### src/rtl/mem_req_sequencer_if.sv
// rtl/mem_req_sequencer_if.sv - request, response and controller-side signal bundle for mem_req_sequencer
interface mem_req_sequencer_if #(
    parameter int ADDR_W = 5,
    parameter int DATA_W = 16
);
    // upstream request channel
    logic              req_valid;
    logic              req_ready;
    logic              req_we;
    logic [ADDR_W-1:0] req_addr;
    logic [DATA_W-1:0] req_wdata;

    // controller strobes and data
    logic              enable_write;
    logic              enable_read;
    logic [ADDR_W-1:0] addr_mm;
    logic [DATA_W-1:0] data_in;
    logic [DATA_W-1:0] data_out;

    // read response channel
    logic              rsp_valid;
    logic [DATA_W-1:0] rsp_data;
    logic              rsp_ready;

    logic              busy;

    // master is the environment: the upstream client plus the memory controller
    modport master (
        output req_valid, req_we, req_addr, req_wdata, rsp_ready, data_out,
        input  req_ready, enable_write, enable_read, addr_mm, data_in,
               rsp_valid, rsp_data, busy
    );

    modport slave (
        input  req_valid, req_we, req_addr, req_wdata, rsp_ready, data_out,
        output req_ready, enable_write, enable_read, addr_mm, data_in,
               rsp_valid, rsp_data, busy
    );
endinterface

### src/rtl/mem_req_sequencer.sv
// rtl/mem_req_sequencer.sv - request FIFO and strobe sequencer in front of the memory controller (optional stats via MEM_REQ_SEQ_STATS_EN)
module mem_req_sequencer #(
    parameter int ADDR_W     = 5,
    parameter int DATA_W     = 16,
    parameter int FIFO_DEPTH = 4,
    parameter int RD_LAT     = 3
) (
    input  logic                   clk,
    input  logic                   rst,
    mem_req_sequencer_if.slave     bus
`ifdef MEM_REQ_SEQ_STATS_EN
    ,
    output logic [DATA_W-1:0]      wr_count,
    output logic [DATA_W-1:0]      rd_count
`endif
);
    localparam int PTR_W = $clog2(FIFO_DEPTH);
    localparam int CNT_W = (RD_LAT > 1) ? $clog2(RD_LAT) : 1;
    localparam int ENT_W = 1 + ADDR_W + DATA_W;
    localparam logic [PTR_W:0] DEPTH_CNT = FIFO_DEPTH[PTR_W:0];
    localparam logic [CNT_W-1:0] CNT_INIT = CNT_W'(RD_LAT - 1);

    typedef enum logic [1:0] {S_IDLE, S_WRITE, S_READ, S_RESP} state_t;

    logic [ENT_W-1:0]  fifo_mem [FIFO_DEPTH];
    logic [PTR_W-1:0]  wr_ptr_q, rd_ptr_q;
    logic [PTR_W:0]    count_q;
    logic              full, empty, push, pop;
    logic              head_we;
    logic [ADDR_W-1:0] head_addr;
    logic [DATA_W-1:0] head_wdata;

    state_t            state_q, state_d;
    logic [CNT_W-1:0]  cnt_q, cnt_d;
    logic              en_wr_q, en_wr_d;
    logic              en_rd_q, en_rd_d;
    logic [ADDR_W-1:0] addr_q, addr_d;
    logic [DATA_W-1:0] din_q, din_d;
    logic              rsp_valid_q, rsp_valid_d;
    logic [DATA_W-1:0] rsp_data_q, rsp_data_d;

    // a full FIFO refuses the push even when the sequencer pops in the same cycle
    assign full  = (count_q == DEPTH_CNT);
    assign empty = (count_q == '0);
    assign push  = bus.req_valid && !full;

    assign {head_we, head_addr, head_wdata} = fifo_mem[rd_ptr_q];

    // FIFO storage; contents need no reset because count_q gates every read
    always_ff @(posedge clk) begin
        if (push) fifo_mem[wr_ptr_q] <= {bus.req_we, bus.req_addr, bus.req_wdata};
    end

    // FIFO pointers and occupancy; pointers wrap naturally at the power-of-two depth
    always_ff @(posedge clk or posedge rst) begin
        if (rst) begin
            wr_ptr_q <= '0;
            rd_ptr_q <= '0;
            count_q  <= '0;
        end else begin
            if (push) wr_ptr_q <= wr_ptr_q + 1'b1;
            if (pop)  rd_ptr_q <= rd_ptr_q + 1'b1;
            case ({push, pop})
                2'b10:   count_q <= count_q + 1'b1;
                2'b01:   count_q <= count_q - 1'b1;
                default: count_q <= count_q;
            endcase
        end
    end

    // sequencer state and registered controller/response outputs
    always_ff @(posedge clk or posedge rst) begin
        if (rst) begin
            state_q     <= S_IDLE;
            cnt_q       <= '0;
            en_wr_q     <= 1'b0;
            en_rd_q     <= 1'b0;
            addr_q      <= '0;
            din_q       <= '0;
            rsp_valid_q <= 1'b0;
            rsp_data_q  <= '0;
        end else begin
            state_q     <= state_d;
            cnt_q       <= cnt_d;
            en_wr_q     <= en_wr_d;
            en_rd_q     <= en_rd_d;
            addr_q      <= addr_d;
            din_q       <= din_d;
            rsp_valid_q <= rsp_valid_d;
            rsp_data_q  <= rsp_data_d;
        end
    end

    // next-state logic; returning to IDLE after every transaction forces a low cycle on the strobes
    always_comb begin
        state_d     = state_q;
        cnt_d       = cnt_q;
        en_wr_d     = en_wr_q;
        en_rd_d     = en_rd_q;
        addr_d      = addr_q;
        din_d       = din_q;
        rsp_valid_d = rsp_valid_q;
        rsp_data_d  = rsp_data_q;
        pop         = 1'b0;
        case (state_q)
            S_IDLE: begin
                if (!empty) begin
                    pop    = 1'b1;
                    addr_d = head_addr;
                    if (head_we) begin
                        din_d   = head_wdata;
                        en_wr_d = 1'b1;
                        state_d = S_WRITE;
                    end else begin
                        en_rd_d = 1'b1;
                        cnt_d   = CNT_INIT;
                        state_d = S_READ;
                    end
                end
            end
            S_WRITE: begin
                en_wr_d = 1'b0;
                state_d = S_IDLE;
            end
            S_READ: begin
                if (cnt_q == '0) begin
                    rsp_data_d  = bus.data_out;
                    en_rd_d     = 1'b0;
                    rsp_valid_d = 1'b1;
                    state_d     = S_RESP;
                end else begin
                    cnt_d = cnt_q - 1'b1;
                end
            end
            S_RESP: begin
                if (bus.rsp_ready) begin
                    rsp_valid_d = 1'b0;
                    state_d     = S_IDLE;
                end
            end
            default: state_d = S_IDLE;
        endcase
    end

    assign bus.req_ready    = !full;
    assign bus.busy         = !empty || (state_q != S_IDLE);
    assign bus.enable_write = en_wr_q;
    assign bus.enable_read  = en_rd_q;
    assign bus.addr_mm      = addr_q;
    assign bus.data_in      = din_q;
    assign bus.rsp_valid    = rsp_valid_q;
    assign bus.rsp_data     = rsp_data_q;

`ifdef MEM_REQ_SEQ_STATS_EN
    logic [DATA_W-1:0] wr_cnt_q, rd_cnt_q;

    // saturating transaction counters: writes counted in WRITE, reads at the response handshake
    always_ff @(posedge clk or posedge rst) begin
        if (rst) begin
            wr_cnt_q <= '0;
            rd_cnt_q <= '0;
        end else begin
            if (state_q == S_WRITE && wr_cnt_q != {DATA_W{1'b1}})
                wr_cnt_q <= wr_cnt_q + 1'b1;
            if (state_q == S_RESP && bus.rsp_ready && rd_cnt_q != {DATA_W{1'b1}})
                rd_cnt_q <= rd_cnt_q + 1'b1;
        end
    end

    assign wr_count = wr_cnt_q;
    assign rd_count = rd_cnt_q;
`endif
endmodule

### src/flat_wrapper.sv
// flat-port wrapper written by rule: the top's interface ports become plain ports
module mem_req_sequencer_flat 
#(
    parameter int ADDR_W     = 5,
    parameter int DATA_W     = 16,
    parameter int FIFO_DEPTH = 4,
    parameter int RD_LAT     = 3
)
  (clk, rst, bus_req_valid, bus_req_we, bus_req_addr, bus_req_wdata, bus_rsp_ready, bus_data_out, bus_req_ready, bus_enable_write, bus_enable_read, bus_addr_mm, bus_data_in, bus_rsp_valid, bus_rsp_data, bus_busy);
  mem_req_sequencer_if #(.ADDR_W(ADDR_W), .DATA_W(DATA_W)) bus_i ();
  input  logic clk;
  input  logic rst;
  input wire logic [$bits(bus_i.req_valid)-1:0] bus_req_valid;
  input wire logic [$bits(bus_i.req_we)-1:0] bus_req_we;
  input wire logic [$bits(bus_i.req_addr)-1:0] bus_req_addr;
  input wire logic [$bits(bus_i.req_wdata)-1:0] bus_req_wdata;
  input wire logic [$bits(bus_i.rsp_ready)-1:0] bus_rsp_ready;
  input wire logic [$bits(bus_i.data_out)-1:0] bus_data_out;
  output wire logic [$bits(bus_i.req_ready)-1:0] bus_req_ready;
  output wire logic [$bits(bus_i.enable_write)-1:0] bus_enable_write;
  output wire logic [$bits(bus_i.enable_read)-1:0] bus_enable_read;
  output wire logic [$bits(bus_i.addr_mm)-1:0] bus_addr_mm;
  output wire logic [$bits(bus_i.data_in)-1:0] bus_data_in;
  output wire logic [$bits(bus_i.rsp_valid)-1:0] bus_rsp_valid;
  output wire logic [$bits(bus_i.rsp_data)-1:0] bus_rsp_data;
  output wire logic [$bits(bus_i.busy)-1:0] bus_busy;
  assign bus_i.req_valid = bus_req_valid;
  assign bus_i.req_we = bus_req_we;
  assign bus_i.req_addr = bus_req_addr;
  assign bus_i.req_wdata = bus_req_wdata;
  assign bus_i.rsp_ready = bus_rsp_ready;
  assign bus_i.data_out = bus_data_out;
  assign bus_req_ready = bus_i.req_ready;
  assign bus_enable_write = bus_i.enable_write;
  assign bus_enable_read = bus_i.enable_read;
  assign bus_addr_mm = bus_i.addr_mm;
  assign bus_data_in = bus_i.data_in;
  assign bus_rsp_valid = bus_i.rsp_valid;
  assign bus_rsp_data = bus_i.rsp_data;
  assign bus_busy = bus_i.busy;
  mem_req_sequencer #(.ADDR_W(ADDR_W), .DATA_W(DATA_W), .FIFO_DEPTH(FIFO_DEPTH), .RD_LAT(RD_LAT)) u_core (.clk(clk), .rst(rst), .bus(bus_i));
endmodule
### config.mk
export PLATFORM = sky130hd
export DESIGN_NAME = mem_req_sequencer_flat
export DESIGN_NICKNAME = d
export VERILOG_FILES = /design/src/rtl/mem_req_sequencer_if.sv /design/src/rtl/mem_req_sequencer.sv /design/src/flat_wrapper.sv
export SDC_FILE = /design/constraint.sdc
export NUM_CORES = 1
export LEC_CHECK = 0
export CORE_MARGIN = 2
export CORE_UTILIZATION = 40
export CTS_CLUSTER_SIZE = 25
export DETAILED_ROUTE_END_ITERATION = 6
export GPL_TIMING_DRIVEN = 0
export PLACE_DENSITY = 0.59
export SLEW_MARGIN = 20
export SYNTH_ARGS = -nofsm -noshare
export SYNTH_HDL_FRONTEND = slang
export SYNTH_SLANG_ARGS = --single-unit
### constraint.sdc
create_clock -name clk -period 4.2 [get_ports clk]
set_clock_uncertainty 0.1 [all_clocks]
set_input_delay 0.63 -clock clk [delete_from_list [all_inputs] [get_ports clk]]
set_output_delay 0.63 -clock clk [all_outputs]
set_load 0.01 [all_outputs]
Yosys cells after proc, flatten, opt, wreduce, memory -nomap -nowiden:

Memory sizes are Yosys's and may differ from the RTL's.
Index checks and enable logic that the tools add are counted.

* flip-flop bits (word level): 51
* bits in latches: 0
* bits in writable memories: 88
* bits in read-only memories: 0
* input port bits: 42
* output and inout port bits: 42
* word-level logic and storage cells: 74
* memories kept: 1

* add/subtract/negate cells: 5
* multipliers: 0
* divide/modulo/power cells: 0
* magnitude comparators: 0
* equal/unequal tests: 12
* shift operators: 0
* mux-type cells: 24
* bitwise logic cells: 1
* reductions and logical operators: 20

Memories
* u_core.fifo_mem: words 4, bits a word 22, rd ports 1, clocked after Yosys merged registers in 0, wr ports 1, RTL line mem_req_sequencer.sv:25 `logic [ENT_W-1:0] fifo_mem [FIFO_DEPTH];`

Operator list (count)
* $mux W2: 7
* $reduce_and A3 Y1: 4
* $mux W1: 11
* $reduce_bool A2 Y1: 5
* $ne A2 B2 Y1 const B: 4
* $pmux W2 S4: 1
* $reduce_and A4 Y1: 2
* $eq A2 B2 Y1 const B: 3
* $pmux W1 S2: 3
* $pmux W3 S2: 1
* $add A2 B1 Y2 const B: 2
* $eq A2 B1 Y1 const B: 2
* $logic_not A2 Y1: 2
* $ne A2 B1 Y1 const B: 2
* $pmux W2 S2: 1
* $reduce_and A2 Y1: 2
* $add A3 B1 Y3 const B: 1
* $eq A3 B3 Y1 const B: 1
* $logic_not A3 Y1: 1
* $sub A3 B1 Y3 const B: 1
* $logic_not A1 Y1: 2
* $sub A2 B1 Y2 const B: 1
* $logic_and A1 B1 Y1: 1
* $logic_or A1 B1 Y1: 1
* $not A1 Y1: 1

Longest topological paths before layout:

Gate-level depths: netlist of the first run.

* depth in word-level cells: 5
* depth in mapped cells: 9
* gate-level depth less buffers: 8

Worst setup path after synthesis of the first run:

OpenSTA, ideal clock, no wires.

* kind: reg-to-reg
* from: register u_core.count_q[0]
* to: register u_core.count_q[2]
* setup time: 0.125 ns
* arrival: 2.118 ns
* data required time: 3.975 ns
* slack: 1.857 ns
* stages on the path, launching flop included: 10
* period minus slack after synthesis: 2.343 ns
* cell sequence: dfrtp_1 or3_1 clkbuf_1 nand2_1 inv_1 ha_1 fa_1 xnor2_1 nor2_1 xor2_1

* word-level cells in the longest chain between the ends: 5
* elaborated cells on any way between the ends: 12

Ends and longest elaborated chain
* start: declaration: RTL line mem_req_sequencer.sv:27 `logic [PTR_W:0] count_q;`
* start signal: assignment: RTL line mem_req_sequencer.sv:64 `2'b10: count_q <= count_q + 1'b1;`
* start signal: assignment: RTL line mem_req_sequencer.sv:65 `2'b01: count_q <= count_q - 1'b1;`
* start signal: assignment: RTL line mem_req_sequencer.sv:66 `default: count_q <= count_q;`
* $logic_not A3 Y1 *: RTL line mem_req_sequencer.sv:44 `assign empty = (count_q == '0);`
* $mux W1 *: RTL line mem_req_sequencer.sv:107 `if (!empty) begin`
* $mux W1 *: RTL line mem_req_sequencer.sv:105 `case (state_q)`
* via u_core.pop: RTL line mem_req_sequencer.sv:28 `logic full, empty, push, pop;`
* $eq A2 B1 Y1 / $eq A2 B2 Y1 (equally long branches): RTL line mem_req_sequencer.sv:63 `case ({push, pop})`
* $pmux W3 S2 / $reduce_bool A2 Y1 (equally long branches)

The timed path passes the listed nets; every way through them passes the cells marked *.
A chain may end at the register's enable or synchronous reset.

Worst setup path in the final report of the first run:

* from: register u_core.count_q[0]
* to: output bus_busy

* word-level cells in the longest chain between the ends: 3

Ends and longest elaborated chain
* $logic_not A3 Y1: RTL line mem_req_sequencer.sv:44
* $logic_not A1 Y1
* $logic_or A1 B1 Y1: RTL line mem_req_sequencer.sv:146 `assign bus.busy = !empty || (state_q != S_IDLE);`
* end: declaration: RTL line flat_wrapper.sv:26 `output wire logic [$bits(bus_i.busy)-1:0] bus_busy;`

Every way passes these cells.

==> flow_summary.html, run 1 <==
<table>
<tr><th>Metric</th><th>Value</th></tr>
<tr><th colspan="2">Outcome</th></tr>
<tr><td>Status</td><td>finished clean</td></tr>
<tr><th colspan="2">Critical path</th></tr>
<tr><td>Required time at the worst-slack endpoint</td><td>3470 ps</td></tr>
<tr><td>R2R Path End</td><td>u_core.count_q[2]</td></tr>
<tr><td>CP Data Arrival Time</td><td>1970 ps</td></tr>
<tr><td>Setup slack of the worst register-to-register path</td><td>1590 ps</td></tr>
<tr><td>Critical register-to-register path startpoint</td><td>u_core.count_q[0]</td></tr>
<tr><td>Crit Path Class</td><td>reg -&gt; out</td></tr>
<tr><td>Kind of start point of the critical path</td><td>register</td></tr>
<tr><td>Crit path largest cell delay</td><td>520 ps</td></tr>
<tr><td>CP Max Fanout</td><td>5</td></tr>
<tr><td>Depth of the worst register-to-register path</td><td>9</td></tr>
<tr><td>Slowest cell on the critical path</td><td>sky130_fd_sc_hd__clkdlybuf4s50_1</td></tr>
<tr><td>Crit end category</td><td>output pin</td></tr>
<tr><td>Worst-path cell chain</td><td>nor3_1 &gt; nand2_1 &gt; clkdlybuf4s50_1</td></tr>
<tr><th colspan="2">Timing</th></tr>
<tr><td>Final setup violation count</td><td>0</td></tr>
<tr><td>Sum of negative setup slack</td><td>0 ps</td></tr>
<tr><td>Slew at the pin closest to its max-slew limit</td><td>672 ps</td></tr>
<tr><td>Final-layout worst hold slack</td><td>378 ps</td></tr>
<tr><td>Total count of max-transition violations in the final report</td><td>0</td></tr>
<tr><td>Slew margin rel.</td><td>0.552</td></tr>
<tr><td>Top achievable clock speed</td><td>371 MHz</td></tr>
<tr><td>Final period utilization</td><td>0.642</td></tr>
<tr><td>Period minus WS final</td><td>2700 ps</td></tr>
<tr><td>Worst setup slack after layout</td><td>1500 ps</td></tr>
<tr><td>Setup repair after global routing missed its margin</td><td>false</td></tr>
<tr><td>Number of hold violations in the final report</td><td>0</td></tr>
<tr><th colspan="2">Min path</th></tr>
<tr><td>Path type of the worst min-delay path</td><td>reg -&gt; reg</td></tr>
<tr><td>Worst-case hold path end point</td><td>u_core.bus.enable_read</td></tr>
<tr><td>Worst hold stages</td><td>1</td></tr>
<tr><td>Startpoint of the worst hold path</td><td>u_core.bus.enable_read</td></tr>
<tr><th colspan="2">Pwr</th></tr>
<tr><td>IR Drop Worst-Case VDD</td><td>0.000337 V</td></tr>
<tr><td>Cell Int Power</td><td>3.95 mW</td></tr>
<tr><td>Total power after layout</td><td>5.40 mW</td></tr>
<tr><td>Part of the total power dissipated in combinational logic</td><td>0.319</td></tr>
<tr><td>Switching part of the total</td><td>0.269</td></tr>
<tr><td>Leakage power total</td><td>2.63 nW</td></tr>
<tr><td>Power spent charging and discharging nets</td><td>1.45 mW</td></tr>
<tr><td>Power density over cell area</td><td>767 nW/um^2</td></tr>
<tr><td>Fraction of power consumed by the clock network</td><td>0.294</td></tr>
<tr><td>Part of the total power dissipated in sequential elements</td><td>0.386</td></tr>
<tr><th colspan="2">Layout</th></tr>
<tr><td>Area grow syn2layout</td><td>31.6%</td></tr>
<tr><td>Leading cell types in the layout, fill and taps excluded</td><td>sky130_fd_sc_hd__edfxtp_1, sky130_fd_sc_hd__clkdlybuf4s50_1, sky130_fd_sc_hd__dfrtp_1</td></tr>
<tr><td>Leading cell type in the layout, fill and taps excluded</td><td>sky130_fd_sc_hd__edfxtp_1</td></tr>
<tr><td>Count of fill cells added during filler insertion</td><td>1061</td></tr>
<tr><td># nets final</td><td>415</td></tr>
<tr><td>Fraction of layout cells with a size suffix above 1</td><td>0.274</td></tr>
<tr><td>FF/Latch Area</td><td>3920 um^2</td></tr>
<tr><td>Number of antenna cells inserted</td><td>0</td></tr>
<tr><td>Combined area of the multi-input logic cells</td><td>1340 um^2</td></tr>
<tr><td>Fraction of the core area covered by cells at the end of the flow</td><td>0.536</td></tr>
<tr><th colspan="2">Route</th></tr>
<tr><td>Via count</td><td>2669</td></tr>
<tr><td>Routed via count divided by cell count</td><td>4.81</td></tr>
<tr><td>Total DRC errors in the routed layout</td><td>0</td></tr>
<tr><td>Number of nets still failing antenna checks after routing</td><td>0</td></tr>
<tr><td>Total iterations of the first detailed-routing run</td><td>4</td></tr>
<tr><td>Violation count after the first detailed-route iteration</td><td>105</td></tr>
<tr><td>DR WL/cell</td><td>17.1 um</td></tr>
<tr><td>Total detailed-routing wirelength</td><td>9480 um</td></tr>
<tr><th colspan="2">Logic synthesis</th></tr>
<tr><td>Synthesis warning total</td><td>0</td></tr>
<tr><td>Post-Synthesis Net Count</td><td>313</td></tr>
<tr><td>Mapped Area</td><td>5350 um^2</td></tr>
<tr><td>Portion of the post-synthesis area used by sequential elements</td><td>0.733</td></tr>
<tr><td>Post-synth ARST share</td><td>0.367</td></tr>
<tr><td>Number of enable flip-flop cells after synthesis</td><td>88</td></tr>
<tr><td>Yosys reg bits</td><td>139</td></tr>
<tr><td>Primary FF master, synth</td><td>sky130_fd_sc_hd__edfxtp_1</td></tr>
<tr><td>Mean area per synthesized cell</td><td>20.3 um^2</td></tr>
<tr><td>Synthesized instance count</td><td>264</td></tr>
<tr><td>Count of different cell masters after synthesis</td><td>33</td></tr>
<tr><th colspan="2">Placement</th></tr>
<tr><td>RD Place Congestion</td><td>0.678</td></tr>
<tr><td>DP Worst Slack</td><td>1600 ps</td></tr>
<tr><td>Detailed Place HPWL</td><td>5740 um</td></tr>
<tr><td>Count of input and output buffers</td><td>83</td></tr>
<tr><th colspan="2">Clocking</th></tr>
<tr><td>Number of buffers inserted for hold repair after clock tree synthesis</td><td>0</td></tr>
<tr><td>Buffer count from post-CTS setup fixing</td><td>0</td></tr>
<tr><td>Worst-path clk slew</td><td>50 ps</td></tr>
<tr><td>Depth of the CTS H-tree</td><td>4</td></tr>
<tr><td>Largest buffer count on any clock path</td><td>2</td></tr>
<tr><td>Number of buffers created by CTS</td><td>17</td></tr>
<tr><td>Clock tree from TritonCTS</td><td>built</td></tr>
<tr><td>Insertion delay of the later-clocked pin in the worst-skew pair</td><td>410 ps</td></tr>
<tr><td>CTS Root Buffer Type</td><td>sky130_fd_sc_hd__clkbuf_16</td></tr>
<tr><td>Sink Count</td><td>139</td></tr>
<tr><td>Post-cts sizing count</td><td>0</td></tr>
<tr><th colspan="2">Floorplan</th></tr>
<tr><td>Area of the die</td><td>14300 um^2</td></tr>
<tr><td>Placement row count</td><td>42</td></tr>
<tr><td>Die boundary height</td><td>120 um</td></tr>
<tr><td>Top-Level Pins</td><td>84</td></tr>
<tr><td>Initial Utilization</td><td>0.407</td></tr>
<tr><td>Die boundary width</td><td>120 um</td></tr>
<tr><td>Total core area</td><td>13100 um^2</td></tr>
<tr><th colspan="2">Run</th></tr>
<tr><td>Max cap viols</td><td>0</td></tr>
<tr><th colspan="2">Global routing</th></tr>
<tr><td>Overall track demand over capacity in global routing</td><td>0.146</td></tr>
<tr><td>Initial antenna violation count</td><td>0</td></tr>
<tr><td>Total grt overflow</td><td>0</td></tr>
<tr><td>Maximum number of pins on one net before global-route repair</td><td>52</td></tr>
<tr><td>Wire length of the first global-routing pass</td><td>15100 um</td></tr>
<tr><td>Via count of the first global-routing pass</td><td>2878</td></tr>
</table>
==> registers in the layout (all words and copies together) (netlist names) <==
signal                   flops
u_core.bus.rsp_data         16
u_core.cnt_q                 2
u_core.rd_ptr_q              2
u_core.bus.data_in          16
u_core.state_q               2
u_core.wr_ptr_q              2
u_core.bus.enable_write      1
u_core.fifo_mem             88
u_core.bus.addr_mm           5
u_core.bus.rsp_valid         1
u_core.count_q               3
u_core.bus.enable_read       1
==> worst max-delay path by stage <==
stage          cells after the start  slack [ps]                    end         startpoint
2_1_floorplan                      9        1860      u_core.count_q[2]  u_core.count_q[0]
3_3_place_gp                       2        1000  u_core.bus.addr_mm[3]                rst
3_5_place_dp                       9        1600      u_core.count_q[2]  u_core.count_q[0]
4_1_cts                            3        1470               bus_busy  u_core.count_q[0]
5_1_grt                            3        1350               bus_busy  u_core.count_q[0]
6_report                           3        1500               bus_busy  u_core.count_q[0]
==> area by class of cell <==
type,count,share of cell area
Buffer,10,0.00959
Tap cell,176,0.0313
Multi-Input combinational cell,107,0.190
Clock inverter,12,0.0281
Clock buffer,20,0.0620
Inverter,8,0.00462
Timing Repair Buffer,83,0.118
Sequential cell,139,0.557
==> metrics by stage <==
stage | std cells | area (um^2)
floorplan | 264 | 5350
global placement | 523 | 6400
detailed placement | 523 | 6410
CTS | 555 | 7040
global route | 555 | 7040
finish | 555 | 7040
==> cell families after synthesis <==
kind of cell,Yosys count,synth area share
xor gates and xnor gates,6,0.00982
buffers and inverters,18,0.0182
adders and majority gates,7,0.0178
muxes,61,0.181
and+or+nand+nor,24,0.0297
AOI/OAI and AO/OA,9,0.0108
DFF,139,0.733
==> critical path, delay by kind of cell (launching register included) <==
kind	cells	cell delay, ps
flops	1	440
simple gates	2	590
buf+inv	1	520
==> cells in the mapped netlist, types with 2 or more instances <==
cell / number / share of area
sky130_fd_sc_hd__edfxtp_1: 88 / 0.49
sky130_fd_sc_hd__dfrtp_1: 51 / 0.24
sky130_fd_sc_hd__mux2_2: 30 / 0.063
sky130_fd_sc_hd__mux4_2: 22 / 0.093
sky130_fd_sc_hd__mux2_4: 9 / 0.025
sky130_fd_sc_hd__inv_1: 8 / 0.0056
sky130_fd_sc_hd__ha_1: 6 / 0.014
sky130_fd_sc_hd__nand2_1: 6 / 0.0042
sky130_fd_sc_hd__buf_2: 5 / 0.0047
sky130_fd_sc_hd__xnor2_1: 5 / 0.0082
sky130_fd_sc_hd__and3_1: 4 / 0.0047
sky130_fd_sc_hd__clkbuf_1: 3 / 0.0021
sky130_fd_sc_hd__a21o_1: 2 / 0.0028
sky130_fd_sc_hd__a21oi_1: 2 / 0.0019
sky130_fd_sc_hd__nand3_1: 2 / 0.0019
sky130_fd_sc_hd__nand3b_1: 2 / 0.0028
sky130_fd_sc_hd__nor2_1: 2 / 0.0014
sky130_fd_sc_hd__o21ai_0: 2 / 0.0019
==> power groups by stage <==
stage / logic (mW) / clock network [mW] / registers [mW]
after floorplan: 0.988 / 0 / 2.17
after global placement: 1.73 / 0 / 2.11
after detailed placement: 1.76 / 0 / 2.12
after CTS: 1.77 / 1.63 / 2.10
after global routing: 1.87 / 1.68 / 2.14
final: 1.73 / 1.59 / 2.09
==> per-layer routing <==
| layer | routed length (um) | up-vias | GRT usage |
|---|---|---|---|
| met4 | 193 | 0 | 0.0728 |
| met2 | 4540 | 78 | 0.226 |
| met3 | 463 | 13 | 0.0466 |
| met1 | 4290 | 1348 | 0.187 |
| met5 | 0 | - | 0 |
| li1 | - | 1230 | - |
Note: power is estimated with default switching activity, not from simulation.
==> inputs of run 2 (changes only) <==
Clock period 4.2 ns to 2.8 ns, I/O delays scaled along.
==> results of run 2 <==
The final DEF is identical to that of run 1. Status: finished clean.
Among the figures that moved: setup slack after placement 1600 ps -> 200 ps; clock-pin slew on the worst setup and hold paths 50 ps -> 60 ps; setup slack after layout 1500 ps -> 190 ps; end point of the critical path bus_busy -> u_core.count_q[2]; register-to-register setup slack 1590 ps -> 190 ps; total power 5.40 mW -> 8.11 mW; worst IR drop on VDD 0.000337 V -> 0.000505 V
